[src/rtl/xmoment_row_sequencer.sv]
// Row sequencer for the x-moment datapath: streams one window-row of columns,
// appends flush advances to drain the pipeline, and tags valid results with their window centre.
module xmoment_row_sequencer #(
    parameter int unsigned IMAGE_WIDTH   = 640,
    parameter int unsigned IMAGE_HEIGHT  = 480,
    parameter int unsigned WINDOW_SIZE_X = 37,
    parameter int unsigned WINDOW_SIZE_Y = 37,
    parameter int unsigned PIPE_DELAY    = 10,
    localparam int unsigned X_BITS = $clog2(IMAGE_WIDTH),
    localparam int unsigned Y_BITS = $clog2(IMAGE_HEIGHT)
) (
    input  logic              clk,
    input  logic              in_reset_n,
    input  logic              in_frame_start,
    input  logic              in_row_ready,
    input  logic              in_col_valid,
    output logic              out_col_ready,
    input  logic              in_stall,
    output logic              out_xm_valid,
    output logic              out_xm_reset,
    output logic              out_flush,
    output logic              out_tag_valid,
    output logic [X_BITS-1:0] out_center_x,
    output logic [Y_BITS-1:0] out_center_y,
    output logic              out_row_done,
    output logic              out_frame_done,
    output logic              out_busy
);

    localparam int unsigned HALF_X      = WINDOW_SIZE_X / 2;
    localparam int unsigned HALF_Y      = WINDOW_SIZE_Y / 2;
    localparam int unsigned FIRST_IDX   = PIPE_DELAY + WINDOW_SIZE_X - 1;
    localparam int unsigned ADV_BITS    = $clog2(IMAGE_WIDTH + PIPE_DELAY);
    localparam int unsigned LAST_STREAM = IMAGE_WIDTH - 1;
    localparam int unsigned LAST_ADV    = IMAGE_WIDTH + PIPE_DELAY - 1;
    localparam int unsigned LAST_ROW    = IMAGE_HEIGHT - WINDOW_SIZE_Y;
    // adv_idx - FIRST_IDX + HALF_X folded into one subtraction (never negative)
    localparam int unsigned X_OFFSET    = FIRST_IDX - HALF_X;

    typedef enum logic [2:0] {
        S_IDLE,
        S_WAIT_ROW,
        S_STREAM,
        S_FLUSH,
        S_ROW_END
    } state_t;

    state_t                state;
    state_t                state_nxt;
    logic [ADV_BITS-1:0]   adv_idx;
    logic [Y_BITS-1:0]     row;
    logic                  advance_c;
    logic                  last_row_c;
    logic                  tag_hit_c;

    assign last_row_c = (row == Y_BITS'(LAST_ROW));
    assign tag_hit_c  = advance_c && (adv_idx >= ADV_BITS'(FIRST_IDX))
                                  && (adv_idx <= ADV_BITS'(LAST_ADV));
    assign out_busy   = (state != S_IDLE);

    // State register
    always_ff @(posedge clk or negedge in_reset_n) begin
        if (!in_reset_n) begin
            state <= S_IDLE;
        end else begin
            state <= state_nxt;
        end
    end

    // Next-state and datapath strobes
    always_comb begin
        state_nxt      = state;
        advance_c      = 1'b0;
        out_xm_valid   = 1'b0;
        out_xm_reset   = 1'b0;
        out_flush      = 1'b0;
        out_col_ready  = 1'b0;
        out_row_done   = 1'b0;
        out_frame_done = 1'b0;
        case (state)
            S_IDLE: begin
                if (in_frame_start) state_nxt = S_WAIT_ROW;
            end
            S_WAIT_ROW: begin
                if (in_row_ready) state_nxt = S_STREAM;
            end
            S_STREAM: begin
                if (in_col_valid && !in_stall) begin
                    advance_c     = 1'b1;
                    out_xm_valid  = 1'b1;
                    out_col_ready = 1'b1;
                    out_xm_reset  = (adv_idx == '0);
                    if (adv_idx == ADV_BITS'(LAST_STREAM)) begin
                        state_nxt = (PIPE_DELAY == 0) ? S_ROW_END : S_FLUSH;
                    end
                end
            end
            S_FLUSH: begin
                if (!in_stall) begin
                    advance_c    = 1'b1;
                    out_xm_valid = 1'b1;
                    out_flush    = 1'b1;
                    if (adv_idx == ADV_BITS'(LAST_ADV)) state_nxt = S_ROW_END;
                end
            end
            S_ROW_END: begin
                out_row_done = 1'b1;
                if (last_row_c) begin
                    out_frame_done = 1'b1;
                    state_nxt      = S_IDLE;
                end else begin
                    state_nxt = S_WAIT_ROW;
                end
            end
            default: state_nxt = S_IDLE;
        endcase
    end

    // Advance index within the row and window-row counter
    always_ff @(posedge clk or negedge in_reset_n) begin
        if (!in_reset_n) begin
            adv_idx <= '0;
            row     <= '0;
        end else begin
            if (state == S_IDLE && in_frame_start) row <= '0;
            if (state == S_WAIT_ROW && in_row_ready) adv_idx <= '0;
            if (advance_c) adv_idx <= adv_idx + ADV_BITS'(1);
            if (state == S_ROW_END) row <= row + Y_BITS'(1);
        end
    end

    // Result tag, one cycle behind the advance that produced it
    always_ff @(posedge clk or negedge in_reset_n) begin
        if (!in_reset_n) begin
            out_tag_valid <= 1'b0;
            out_center_x  <= '0;
            out_center_y  <= '0;
        end else begin
            out_tag_valid <= tag_hit_c;
            if (tag_hit_c) begin
                out_center_x <= X_BITS'(adv_idx - ADV_BITS'(X_OFFSET));
                out_center_y <= row + Y_BITS'(HALF_Y);
            end
        end
    end

endmodule
[config.mk]
export PLATFORM = sky130hd
export DESIGN_NAME = xmoment_row_sequencer
export DESIGN_NICKNAME = d
export VERILOG_FILES = /design/src/rtl/xmoment_row_sequencer.sv
export SDC_FILE = /design/constraint.sdc
export NUM_CORES = 1
export LEC_CHECK = 0
export CAP_MARGIN = 20
export CORE_MARGIN = 2
export CORE_UTILIZATION = 59
export CTS_CLUSTER_SIZE = 24
export DETAILED_ROUTE_END_ITERATION = 10
export GPL_TIMING_DRIVEN = 0
export PLACE_DENSITY = 0.84
export REMOVE_ABC_BUFFERS = 1
export SYNTH_ARGS = -nofsm -noshare
export SYNTH_HDL_FRONTEND = slang
export SYNTH_SLANG_ARGS = --single-unit
export TNS_END_PERCENT = 100
[constraint.sdc]
create_clock -name clk -period 3.2 [get_ports clk]
set_input_delay 0.48 -clock clk [delete_from_list [all_inputs] [get_ports clk]]
set_output_delay 0.48 -clock clk [all_outputs]
set_load 0.03 [all_outputs]
==> impl_results.md <==
* CTS max path bufs at 2
* Clock transition at the registers of the reported paths at 70 ps
* Post-layout nets at 277
* Routed len/inst at 14.8 µm
* Top achievable clock speed at 350 MHz
* Post-synth EDFFs at 0
* Worst hold margin at 102 ps
* Peak VDD IR at 0.357 mV
* Critical Path RT at 2720 ps
* Initial DRC count at 139
* Cell variety after synth at 43
* Tmin final at 2860 ps
* Max-slew violation count at 0
* Final-report setup violation count at 0
* Standard-cell row count at 23
* Vias per inst at 5.80
* Root buffer cell: clkbuf_8
* Largest net degree at the start of global routing at 27
* RSZ-0062 raised after global routing: false
* Initial antenna violation count at 0
* Slew headroom at 63.2%
* Clock buffer count from CTS at 5
* Comb pwr share at 28.7%
* Final worst-path cycle share at 89.2%
* Pwr Total at 0.00158 W
* Synthesized area at 2410 µm²
* CTS tree: built
* Max stage delay on crit path at 680 ps
* Dominant cell type by area after synthesis: dfrtp_1
* Routability cong. at 0.887
* Cts hold-fix bufs at 0
* Htree depth at 2
* Cts repair resizes at 0
* Most common flop cell mapped by yosys: dfrtp_1
* Critical path launch point type: primary input
* Psw at 0.000567 W
* Port Buf Inserts at 32
* Top post-synthesis cells by area: dfrtp_1 (44%), mux2_4 (11%), ha_1 (5.7%)
* Setup_tns at 0 ps
* Data arrival time of the worst path at 2380 ps
* Core area at 3970 µm²
* Initial Util at 60.8%
* Final antenna-violating net count at 0
* Residual DRC count at 0
* CP Max Fanout at 13
* HPWL after DPL at 3.28 mm
* Clock sinks at 42
* Post-synthesis async set-or-reset flop share at 100%
* Worst-skew pair later-pin latency at 290 ps
* Max Cap Viol at 0
* Syn avg cell area at 10.2 µm²
* Int Power at 0.00101 W
* Setup Skew at 4.49 ps
* Final Routed Wirelength at 4.62 mm
* Grt total ovfl at 0
* Vias in the first global route at 1,551
* Cells after Synth at 236
* Hold Crit Class: in -> async
* Die W at 68.0 µm
* Worst-margin pin slew at 548 ps
* First-pass GRT wire length at 7.26 mm
* Total global-route track usage at 21.5%
* Diode count at 0
* Part of the power in the clock network at 25.7%
* Switching Share at 36.0%
* Critical Path End Type: output port
* Status: complete, no violations
* Via count at 1,804
* Layout cells sized above 1 at 10.7%
* Crit-path cells: clkdlybuf4s50_1, or3_1, clkinv_4, clkdlybuf4s50_1
* Die Height at 68.0 µm
* Leakage at 1.26 nW
* DIE AREA at 4620 µm²
* PD cells at 562 nW/µm²
* Synthesis-stage register bit count at 42
* Critical-path top delay cell: clkdlybuf4s50_1
* YS warnings at 0
* First-pass DRT Iterations at 4
* Area growth syn-to-layout at 16.3%
* Synth top area share at 43.5%
* I/O Pins at 33
* Seq/Total Area, Yosys at 43.5%
* Post-CTS setup buffer count at 0
* Cell Count, Final, Fillers Out at 311
* Critical path class: in -> out
* Most used cell, CP: clkdlybuf4s50_1
* Placed Instances at 303
* Hold Vio Cnt, Final at 0
* Reg power frac at 45.6%
-- through the flow --
step	utilization [%]	cell area [µm²]	setup WS [ps]
after floorplan	-	2300	1160
after global placement	67.6	2690	356
after detailed placement	68.0	2700	353
after CTS	70.7	2810	344
after global routing	70.7	2810	277
final	70.7	2810	345
-- synth_stat cells (all sizes together) (2+ instances only) --
cell    count
a31oi       3
nand3      12
inv         7
or4         2
xor2        8
nand2b      3
clkbuf      9
mux2       18
nand2      14
clkinv      2
a21oi      13
and3        4
nor2       19
or3         3
buf         7
nand4       5
o21ai      25
nor3        4
mux2i       2
dfrtp      42
xnor2       5
ha         11
nor3b       3
-- registers in the layout, indices dropped and copies added, names as in the netlist --
signal,cells
row,9
adv_idx,10
out_center_y,9
out_center_x,10
out_tag_valid,1
state,3
-- area by class of cell --
type,instances,area [µm²]
inverters,9,38.8
clock inverters,1,30.0
well taps,50,62.6
repair buffers,33,335
fillers,320,1160
flip-flops and latches,42,1050
clock buffers,7,76.3
multi-input cells,169,1210
-- layout by cell type (no fill, tap or decap), types with 4 or more instances in the layout --
cell and n:
nor2_1 19, nand3_1 12, clkdlybuf4s50_1 31, nand4_1 5, xnor2_1 5, nor3_1 4
inv_1 7, dfrtp_1 42, clkbuf_8 5, mux2_4 18, nand2_1 14, o21ai_0 24
ha_1 11, a21oi_1 13, xor2_1 8
-- kinds of logic after synthesis --
group                    Yosys count  share of synthesized area (%)
AND/OR/NAND/NOR                   77                           16.7
flip-flops                        42                           43.5
adder cells (fa/ha/maj)           11                           5.70
XOR/XNOR                          13                           4.72
buffers and inverters             25                           6.22
multiplexers                      20                           12.0
AO/OA/AOI/OAI                     48                           11.1
-- layer usage --
layer | global-route usage, % | share of wire [%] | vias up
li1 | - | - | 875
met1 | 29.4 | 46 | 865
met2 | 33.4 | 48 | 56
met3 | 4.93 | 4.9 | 8
met4 | 7.75 | 1.5 | 0
met5 | 0 | 0 | -
-- path summary, 6_finish.rpt --
check                                startpoint               to  slack, ps  depth (start not counted)
worst max-delay path                   in_stall     out_xm_valid        340                          4
worst min-delay path                 in_reset_n  out_center_y[3]        100                          1
worst max register to register         state[2]  out_center_y[0]        950                          5
worst min register to register  out_center_x[3]  out_center_x[3]        510                          1
max in group asynchronous            in_reset_n           row[0]       2630                          2
min in group clk                out_center_x[3]  out_center_x[3]        510                          1
-- power by group through the flow --
stage	clock [W]	sequential [W]	combinational (W)
after floorplan	0	0.000696	0.000319
after CTS	0.000414	0.000717	0.000454
after detailed placement	0	0.000728	0.000450
final	0.000404	0.000719	0.000453
after global routing	0.000432	0.000737	0.000504
after global placement	0	0.000722	0.000429
-- critical path: cells and delay by family --
family,cells,cell delay (ps)
buffers and inverters,3,1330
AND/OR/NAND/NOR,1,560
No activity file was read; power rests on OpenSTA's default activity.
